--- config.mk ---
export PLATFORM = sky130hd
export DESIGN_NAME = sha256_iter_core_flat
export DESIGN_NICKNAME = d
export VERILOG_FILES = /design/src/rtl/sha256_iter_core_if.sv /design/src/rtl/sha256_iter_core.sv /design/src/flat_wrapper.sv
export SDC_FILE = /design/constraint.sdc
export NUM_CORES = 2
export LEC_CHECK = 0
export BUFFER_PORTS_ARGS = -buffer_cell sky130_fd_sc_hd__buf_2
export CORE_ASPECT_RATIO = 1.75
export CORE_MARGIN = 2
export CORE_UTILIZATION = 55
export DETAILED_ROUTE_END_ITERATION = 8
export GPL_TIMING_DRIVEN = 1
export HOLD_SLACK_MARGIN = 0.05
export PLACE_DENSITY = 0.75
export SLEW_MARGIN = 20
export SYNTH_ARGS = -nofsm -noshare
export SYNTH_HDL_FRONTEND = slang
export SYNTH_SLANG_ARGS = --single-unit
--- constraint.sdc ---
create_clock -name clk -period 12.1 [get_ports clk]
set_input_delay 2.42 -clock clk [delete_from_list [all_inputs] [get_ports clk]]
set_output_delay 2.42 -clock clk [all_outputs]
set_load 0.1 [all_outputs]
--- src/rtl/sha256_iter_core_if.sv ---
// rtl/sha256_iter_core_if.sv - block-in / digest-out handshake bundle for sha256_iter_core
// Optional in_mode_224 signal exists only when SHA224_MODE_EN is defined.
interface sha256_iter_core_if;
    logic         in_valid;
    logic         in_ready;
    logic         in_first;
    logic [511:0] in_block;
`ifdef SHA224_MODE_EN
    logic         in_mode_224;
`endif
    logic         out_valid;
    logic         out_ready;
    logic [255:0] out_digest;
    logic         busy;

`ifdef SHA224_MODE_EN
    modport master (output in_valid, in_first, in_block, in_mode_224, out_ready,
                    input  in_ready, out_valid, out_digest, busy);
    modport slave  (input  in_valid, in_first, in_block, in_mode_224, out_ready,
                    output in_ready, out_valid, out_digest, busy);
`else
    modport master (output in_valid, in_first, in_block, out_ready,
                    input  in_ready, out_valid, out_digest, busy);
    modport slave  (input  in_valid, in_first, in_block, out_ready,
                    output in_ready, out_valid, out_digest, busy);
`endif
endinterface

--- src/rtl/sha256_iter_core.sv ---
// rtl/sha256_iter_core.sv - multi-block SHA-256 compression engine, ROUNDS_PER_CYCLE rounds per clk
// Optional SHA-224 IV/truncation enabled by defining SHA224_MODE_EN.
module sha256_iter_core #(
    parameter int ROUNDS_PER_CYCLE = 1
) (
    input  logic clk,
    input  logic rst_n,
    sha256_iter_core_if.slave bus
);
    localparam int R = ROUNDS_PER_CYCLE;
    localparam logic [5:0] LAST_RND = 6'(64 - R);
    localparam logic [255:0] IV256 =
        256'h6a09e667bb67ae853c6ef372a54ff53a510e527f9b05688c1f83d9ab5be0cd19;
    localparam logic [255:0] IV224 =
        256'hc1059ed8367cd5073070dd17f70e5939ffc00b316858151164f98fa7befa4fa4;
    localparam logic [31:0] K [64] = '{
        32'h428a2f98, 32'h71374491, 32'hb5c0fbcf, 32'he9b5dba5, 32'h3956c25b, 32'h59f111f1, 32'h923f82a4, 32'hab1c5ed5,
        32'hd807aa98, 32'h12835b01, 32'h243185be, 32'h550c7dc3, 32'h72be5d74, 32'h80deb1fe, 32'h9bdc06a7, 32'hc19bf174,
        32'he49b69c1, 32'hefbe4786, 32'h0fc19dc6, 32'h240ca1cc, 32'h2de92c6f, 32'h4a7484aa, 32'h5cb0a9dc, 32'h76f988da,
        32'h983e5152, 32'ha831c66d, 32'hb00327c8, 32'hbf597fc7, 32'hc6e00bf3, 32'hd5a79147, 32'h06ca6351, 32'h14292967,
        32'h27b70a85, 32'h2e1b2138, 32'h4d2c6dfc, 32'h53380d13, 32'h650a7354, 32'h766a0abb, 32'h81c2c92e, 32'h92722c85,
        32'ha2bfe8a1, 32'ha81a664b, 32'hc24b8b70, 32'hc76c51a3, 32'hd192e819, 32'hd6990624, 32'hf40e3585, 32'h106aa070,
        32'h19a4c116, 32'h1e376c08, 32'h2748774c, 32'h34b0bcb5, 32'h391c0cb3, 32'h4ed8aa4a, 32'h5b9cca4f, 32'h682e6ff3,
        32'h748f82ee, 32'h78a5636f, 32'h84c87814, 32'h8cc70208, 32'h90befffa, 32'ha4506ceb, 32'hbef9a3f7, 32'hc67178f2
    };

    if (!(R == 1 || R == 2 || R == 4 || R == 8 || R == 16)) begin : g_bad_rounds
        $error("ROUNDS_PER_CYCLE must be 1, 2, 4, 8 or 16");
    end

    function automatic logic [31:0] rotr(input logic [31:0] x, input int n);
        return (x >> n) | (x << (32 - n));
    endfunction
    function automatic logic [31:0] bsig0(input logic [31:0] x);
        return rotr(x, 2) ^ rotr(x, 13) ^ rotr(x, 22);
    endfunction
    function automatic logic [31:0] bsig1(input logic [31:0] x);
        return rotr(x, 6) ^ rotr(x, 11) ^ rotr(x, 25);
    endfunction
    function automatic logic [31:0] ssig0(input logic [31:0] x);
        return rotr(x, 7) ^ rotr(x, 18) ^ (x >> 3);
    endfunction
    function automatic logic [31:0] ssig1(input logic [31:0] x);
        return rotr(x, 17) ^ rotr(x, 19) ^ (x >> 10);
    endfunction
    function automatic logic [255:0] iv_of(input logic m224);
        return m224 ? IV224 : IV256;
    endfunction

    typedef enum logic [1:0] {S_IDLE, S_ROUND, S_FINAL, S_DONE} state_t;

    state_t        state_q, state_d;
    logic [31:0]   w_q [16];
    logic [31:0]   wk_q [8];
    logic [5:0]    rnd_q;
    logic          first_q;
    logic [255:0]  digest_q;
    logic          accept;
    logic          mode_q;
    logic          mode_in;

    logic [31:0]   ext [16+R];
    logic [31:0]   wk [R+1][8];
    logic [31:0]   t1 [R];
    logic [31:0]   t2 [R];
    logic [255:0]  start_base, fin_base, new_digest;

`ifdef SHA224_MODE_EN
    assign mode_in = bus.in_mode_224;
    always_ff @(posedge clk or negedge rst_n) begin
        if (!rst_n)                        mode_q <= 1'b0;
        else if (accept && bus.in_first)   mode_q <= mode_in;
    end
`else
    assign mode_in = 1'b0;
    assign mode_q  = 1'b0;
`endif

    always_ff @(posedge clk or negedge rst_n) begin
        if (!rst_n) state_q <= S_IDLE;
        else        state_q <= state_d;
    end

    always_comb begin
        state_d       = state_q;
        accept        = 1'b0;
        bus.in_ready  = 1'b0;
        bus.out_valid = 1'b0;
        bus.busy      = (state_q != S_IDLE);
        case (state_q)
            S_IDLE: begin
                bus.in_ready = 1'b1;
                if (bus.in_valid) begin
                    accept  = 1'b1;
                    state_d = S_ROUND;
                end
            end
            S_ROUND: if (rnd_q == LAST_RND) state_d = S_FINAL;
            S_FINAL: state_d = S_DONE;
            S_DONE: begin
                bus.out_valid = 1'b1;
                if (bus.out_ready) state_d = S_IDLE;
            end
            default: state_d = S_IDLE;
        endcase
    end

    // Window always holds W[rnd..rnd+15]; ext[16+k] extends it by R words for this edge.
    always_comb begin
        for (int i = 0; i < 16; i++) ext[i] = w_q[i];
        for (int k = 0; k < R; k++)
            ext[16+k] = ssig1(ext[14+k]) + ext[9+k] + ssig0(ext[1+k]) + ext[k];
        for (int i = 0; i < 8; i++) wk[0][i] = wk_q[i];
        for (int j = 0; j < R; j++) begin
            t1[j] = wk[j][7] + bsig1(wk[j][4]) + ((wk[j][4] & wk[j][5]) ^ (~wk[j][4] & wk[j][6]))
                  + K[rnd_q + 6'(j)] + ext[j];
            t2[j] = bsig0(wk[j][0]) + ((wk[j][0] & wk[j][1]) ^ (wk[j][0] & wk[j][2]) ^ (wk[j][1] & wk[j][2]));
            wk[j+1][0] = t1[j] + t2[j];
            wk[j+1][1] = wk[j][0];
            wk[j+1][2] = wk[j][1];
            wk[j+1][3] = wk[j][2];
            wk[j+1][4] = wk[j][3] + t1[j];
            wk[j+1][5] = wk[j][4];
            wk[j+1][6] = wk[j][5];
            wk[j+1][7] = wk[j][6];
        end
    end

    always_comb begin
        start_base = bus.in_first ? iv_of(mode_in) : digest_q;
        fin_base   = first_q ? iv_of(mode_q) : digest_q;
        for (int i = 0; i < 8; i++)
            new_digest[255-32*i -: 32] = fin_base[255-32*i -: 32] + wk_q[i];
    end

    always_ff @(posedge clk or negedge rst_n) begin
        if (!rst_n) begin
            for (int i = 0; i < 16; i++) w_q[i] <= '0;
            for (int i = 0; i < 8; i++)  wk_q[i] <= '0;
            rnd_q    <= '0;
            first_q  <= 1'b0;
            digest_q <= IV256;
        end else if (accept) begin
            for (int i = 0; i < 16; i++) w_q[i] <= bus.in_block[511-32*i -: 32];
            for (int i = 0; i < 8; i++)  wk_q[i] <= start_base[255-32*i -: 32];
            rnd_q   <= '0;
            first_q <= bus.in_first;
        end else if (state_q == S_ROUND) begin
            for (int i = 0; i < 16; i++) w_q[i] <= ext[R+i];
            for (int i = 0; i < 8; i++)  wk_q[i] <= wk[R][i];
            rnd_q <= rnd_q + 6'(R);
        end else if (state_q == S_FINAL) begin
            digest_q <= new_digest;
        end
    end

    // SHA-224 truncation is applied only at the output; digest_q keeps H7 for chaining.
    assign bus.out_digest = mode_q ? {digest_q[255:32], 32'h0} : digest_q;
endmodule

--- src/flat_wrapper.sv ---
// flat-port wrapper written by rule: the top's interface ports become plain ports
module sha256_iter_core_flat 
#(
    parameter int ROUNDS_PER_CYCLE = 1
)
  (clk, rst_n, bus_in_valid, bus_in_first, bus_in_block, bus_out_ready, bus_in_ready, bus_out_valid, bus_out_digest, bus_busy);
  sha256_iter_core_if bus_i ();
  input  logic clk;
  input  logic rst_n;
  input wire logic [$bits(bus_i.in_valid)-1:0] bus_in_valid;
  input wire logic [$bits(bus_i.in_first)-1:0] bus_in_first;
  input wire logic [$bits(bus_i.in_block)-1:0] bus_in_block;
  input wire logic [$bits(bus_i.out_ready)-1:0] bus_out_ready;
  output wire logic [$bits(bus_i.in_ready)-1:0] bus_in_ready;
  output wire logic [$bits(bus_i.out_valid)-1:0] bus_out_valid;
  output wire logic [$bits(bus_i.out_digest)-1:0] bus_out_digest;
  output wire logic [$bits(bus_i.busy)-1:0] bus_busy;
  assign bus_i.in_valid = bus_in_valid;
  assign bus_i.in_first = bus_in_first;
  assign bus_i.in_block = bus_in_block;
  assign bus_i.out_ready = bus_out_ready;
  assign bus_in_ready = bus_i.in_ready;
  assign bus_out_valid = bus_i.out_valid;
  assign bus_out_digest = bus_i.out_digest;
  assign bus_busy = bus_i.busy;
  sha256_iter_core #(.ROUNDS_PER_CYCLE(ROUNDS_PER_CYCLE)) u_core (.clk(clk), .rst_n(rst_n), .bus(bus_i));
endmodule
==> metrics.md <==
| Metric | Value |
|---|---|
| Tcrit/Tclk final | `85.6%` |
| Cells after DPL | `10200` |
| Critical Path Source Type | `flip-flop` |
| # nets final | `9576` |
| Post-synth EDFFs | `0` |
| GR Overflow Total | `0` |
| Die H | `491 µm` |
| CP Data Required Time | `12680 ps` |
| Worst path max stage delay | `900 ps` |
| Area growth, synth to finish | `11.7%` |
| Slew Viols, Final | `0` |
| Largest net degree at the start of global routing | `221` |
| Core Region | `0.134 mm²` |
| Arrival time worst endpoint | `10940 ps` |
| Vias in the first global route | `64600` |
| Htree depth | `3` |
| Post-Synthesis Cells | `8040` |
| Fraction of layout cells with a size suffix above 1 | `18.2%` |
| Setup CP Type | `flip-flop to flip-flop` |
| Fmax | `96.5 MHz` |
| Max_cap viols | `0` |
| Slowest cell on the critical path | `dfrtp_1` |
| RSZ-0062 raised after global routing | `no` |
| Setup_tns | `0 ps` |
| Most frequent cells in the layout | `1208 x a21oi_1, 894 x dfrtp_1, 773 x buf_2` |
| Die Area | `0.138 mm²` |
| Max Root-Sink Buffers | `3` |
| CTS tree | `built` |
| Tmin final | `10360 ps` |
| Crit path max fanout | `23` |
| Seq cells post-synth | `1033` |
| CTS buffer count | `101` |
| Drt total wl | `296 mm` |
| Pre-CTS WS | `2020 ps` |
| Fill cells | `11400` |
| Vias per inst | `6.24` |
| CP Capture Type | `flip-flop` |
| Async set-reset flop share out of synthesis | `100%` |
| Slew @ Worst Pin | `1240 ps` |
| Setup slack after layout | `1740 ps` |
| Total GRT Usage | `42.2%` |
| Post-synthesis sequential area ratio | `35.0%` |
| Top FF cell, synth | `dfrtp_1` |
| Post-Layout Cell Count | `10400` |
| Die X | `282 µm` |
| Highest routed layer | `met5` |
| Met2 routed WL | `138 mm` |
| Syn_nets | `9147` |
| Initial drt markers | `5485` |
| Status | `finished, final reports clean` |
| Ports | `776` |
| Mapped Avg Cell Area | `9.26 µm²` |
| Detailed Routing Iterations Pass 1 | `8` |
| Root Buffer | `clkbuf_16` |
| Clock sinks | `1033` |
| Setup Skew | `54.8 ps` |
| Number of antenna violations at the first check in global routing | `44` |
| Via count | `64700` |
| Post-CTS Hold Fix Bufs | `0` |
| Relative slew slack | `16.7%` |
| Initial core utilization | `55.4%` |
| Post-CTS sizing | `0` |
| Reg2Reg Setup Slack | `1740 ps` |
| WL met3 | `21.7 mm` |
| Cell variety after synth | `90` |
| Skew-Pair Late Insertion Delay | `760 ps` |
| Final Util | `61.9%` |
| Mapped cell area | `0.0744 mm²` |
| Number of synthesis warnings | `0` |
| Final number of setup-violating endpoints | `0` |
| Routed Antenna Nets | `0` |
| Detailed-routing wirelength on met1 | `98.0 mm` |
| Min-delay worst type | `flip-flop to flip-flop` |
| First-pass GRT wire length | `426 mm` |
| Hold Violations, Final | `0` |
| Std-Cell Rows | `178` |
| Dpl hpwl | `226 mm` |
| PortBufs | `775` |
| Placer Congestion | `1.07` |
| Postcts setup bufs | `0` |
| Most common cell after layout, fill and taps aside | `a21oi_1` |
| Reg clk slew, reported paths | `70 ps` |
| Drc violations | `0` |
| Wire per inst | `28.5 µm` |
per-stage QoR:
| stage | cell area [µm²] | hold WS [ps] |
|---|---|---|
| finish | 83100 | 502 |
| global route | 83100 | 519 |
| CTS | 83000 | 505 |
| detailed placement | 79300 | 496 |
| global placement | 79300 | 488 |
| floorplan | 74400 | 513 |
worst max-delay path, delay by kind of cell, from the launching register on:
kind                     cells  cell delay (ps)
buffers and inverters        5              660
flip-flops                   1              900
AND/OR/NAND/NOR              5             1140
multiplexers                 1              530
adder cells (fa/ha/maj)      8             3510
XOR/XNOR                     3              580
AO/OA/AOI/OAI               12             2830
cell usage after synthesis (55+ instances only):
cell,count,area (µm²)
o21ai_0,285,1430
a21oi_1,1208,6050
nand3_1,76,380
clkbuf_1,425,1600
nand2b_1,55,344
fa_1,195,3900
buf_1,105,394
ha_1,395,4940
inv_1,368,1380
or2_2,143,895
xnor2_1,402,3520
a21o_1,192,1440
nor2_1,763,2860
nor2b_1,148,926
a31oi_1,64,400
dfrtp_1,897,22400
dfstp_2,136,3570
nor3_1,204,1020
xor2_1,158,1380
nand2_1,273,1020
mux2_2,199,2240
mux2i_1,760,7610
flip-flops by register name (all words and copies together) (netlist names):
signal / flops
u_core.ext: 512
u_core.bus.out_digest: 256
u_core.wk: 256
u_core.rnd_q: 6
u_core.state_q: 2
u_core.first_q: 1
path summary, 6_finish.rpt:
| kind | from | endpoint | depth (start not counted) |
|---|---|---|---|
| min reg2reg | u_core.bus.out_digest[88]$_DFFE_PN1P_ | u_core.bus.out_digest[88]$_DFFE_PN1P_ | 2 |
| max reg2reg | u_core.rnd_q[0]$_DFFE_PN0P_ | u_core.wk[223]$_DFFE_PN0P_ | 34 |
| min in group asynchronous | rst_n | u_core.ext[327]$_DFFE_PN0P_ | 1 |
| max in group asynchronous | rst_n | u_core.rnd_q[3]$_DFFE_PN0P_ | 3 |
| max | u_core.rnd_q[0]$_DFFE_PN0P_ | u_core.wk[223]$_DFFE_PN0P_ | 34 |
| min | u_core.bus.out_digest[88]$_DFFE_PN1P_ | u_core.bus.out_digest[88]$_DFFE_PN1P_ | 2 |
final cells by class:
| class | count | area [µm²] | area share (%) |
|---|---|---|---|
| Inverter | 375 | 1410 | 1.69 |
| Tap cell | 1800 | 2250 | 2.71 |
| Clock inverter | 49 | 783 | 0.942 |
| Clock buffer | 138 | 2920 | 3.51 |
| Multi-Input combinational cell | 6101 | 45100 | 54.2 |
| Sequential cell | 1033 | 26000 | 31.3 |
| Antenna cell | 25 | 62.6 | 0.0752 |
| Timing Repair Buffer | 857 | 4620 | 5.55 |
logic make-up (layout without fill, tap and decap cells):
| group | after synthesis | count (layout) | synth area share [%] |
|---|---|---|---|
| AND/OR/NAND/NOR | 1816 | 1816 | 11.4 |
| multiplexers | 967 | 967 | 13.5 |
| XOR/XNOR | 561 | 561 | 6.62 |
| adder cells (fa/ha/maj) | 592 | 592 | 11.9 |
| buffers and inverters | 906 | 1419 | 4.57 |
| other | 0 | 25 | 0 |
| AO/OA/AOI/OAI | 2165 | 2165 | 17.0 |
| flip-flops | 1033 | 1033 | 35.0 |
routing by layer:
layer,global-route usage [%],vias up
met5,0,-
met4,43.1,34
met3,8.46,1108
met2,68.4,3042
met1,44.5,31600
li1,-,29000
Power is left out: the tool's default activity adds up to more than one toggle a clock period on the data nets, which glitch-free logic cannot reach.
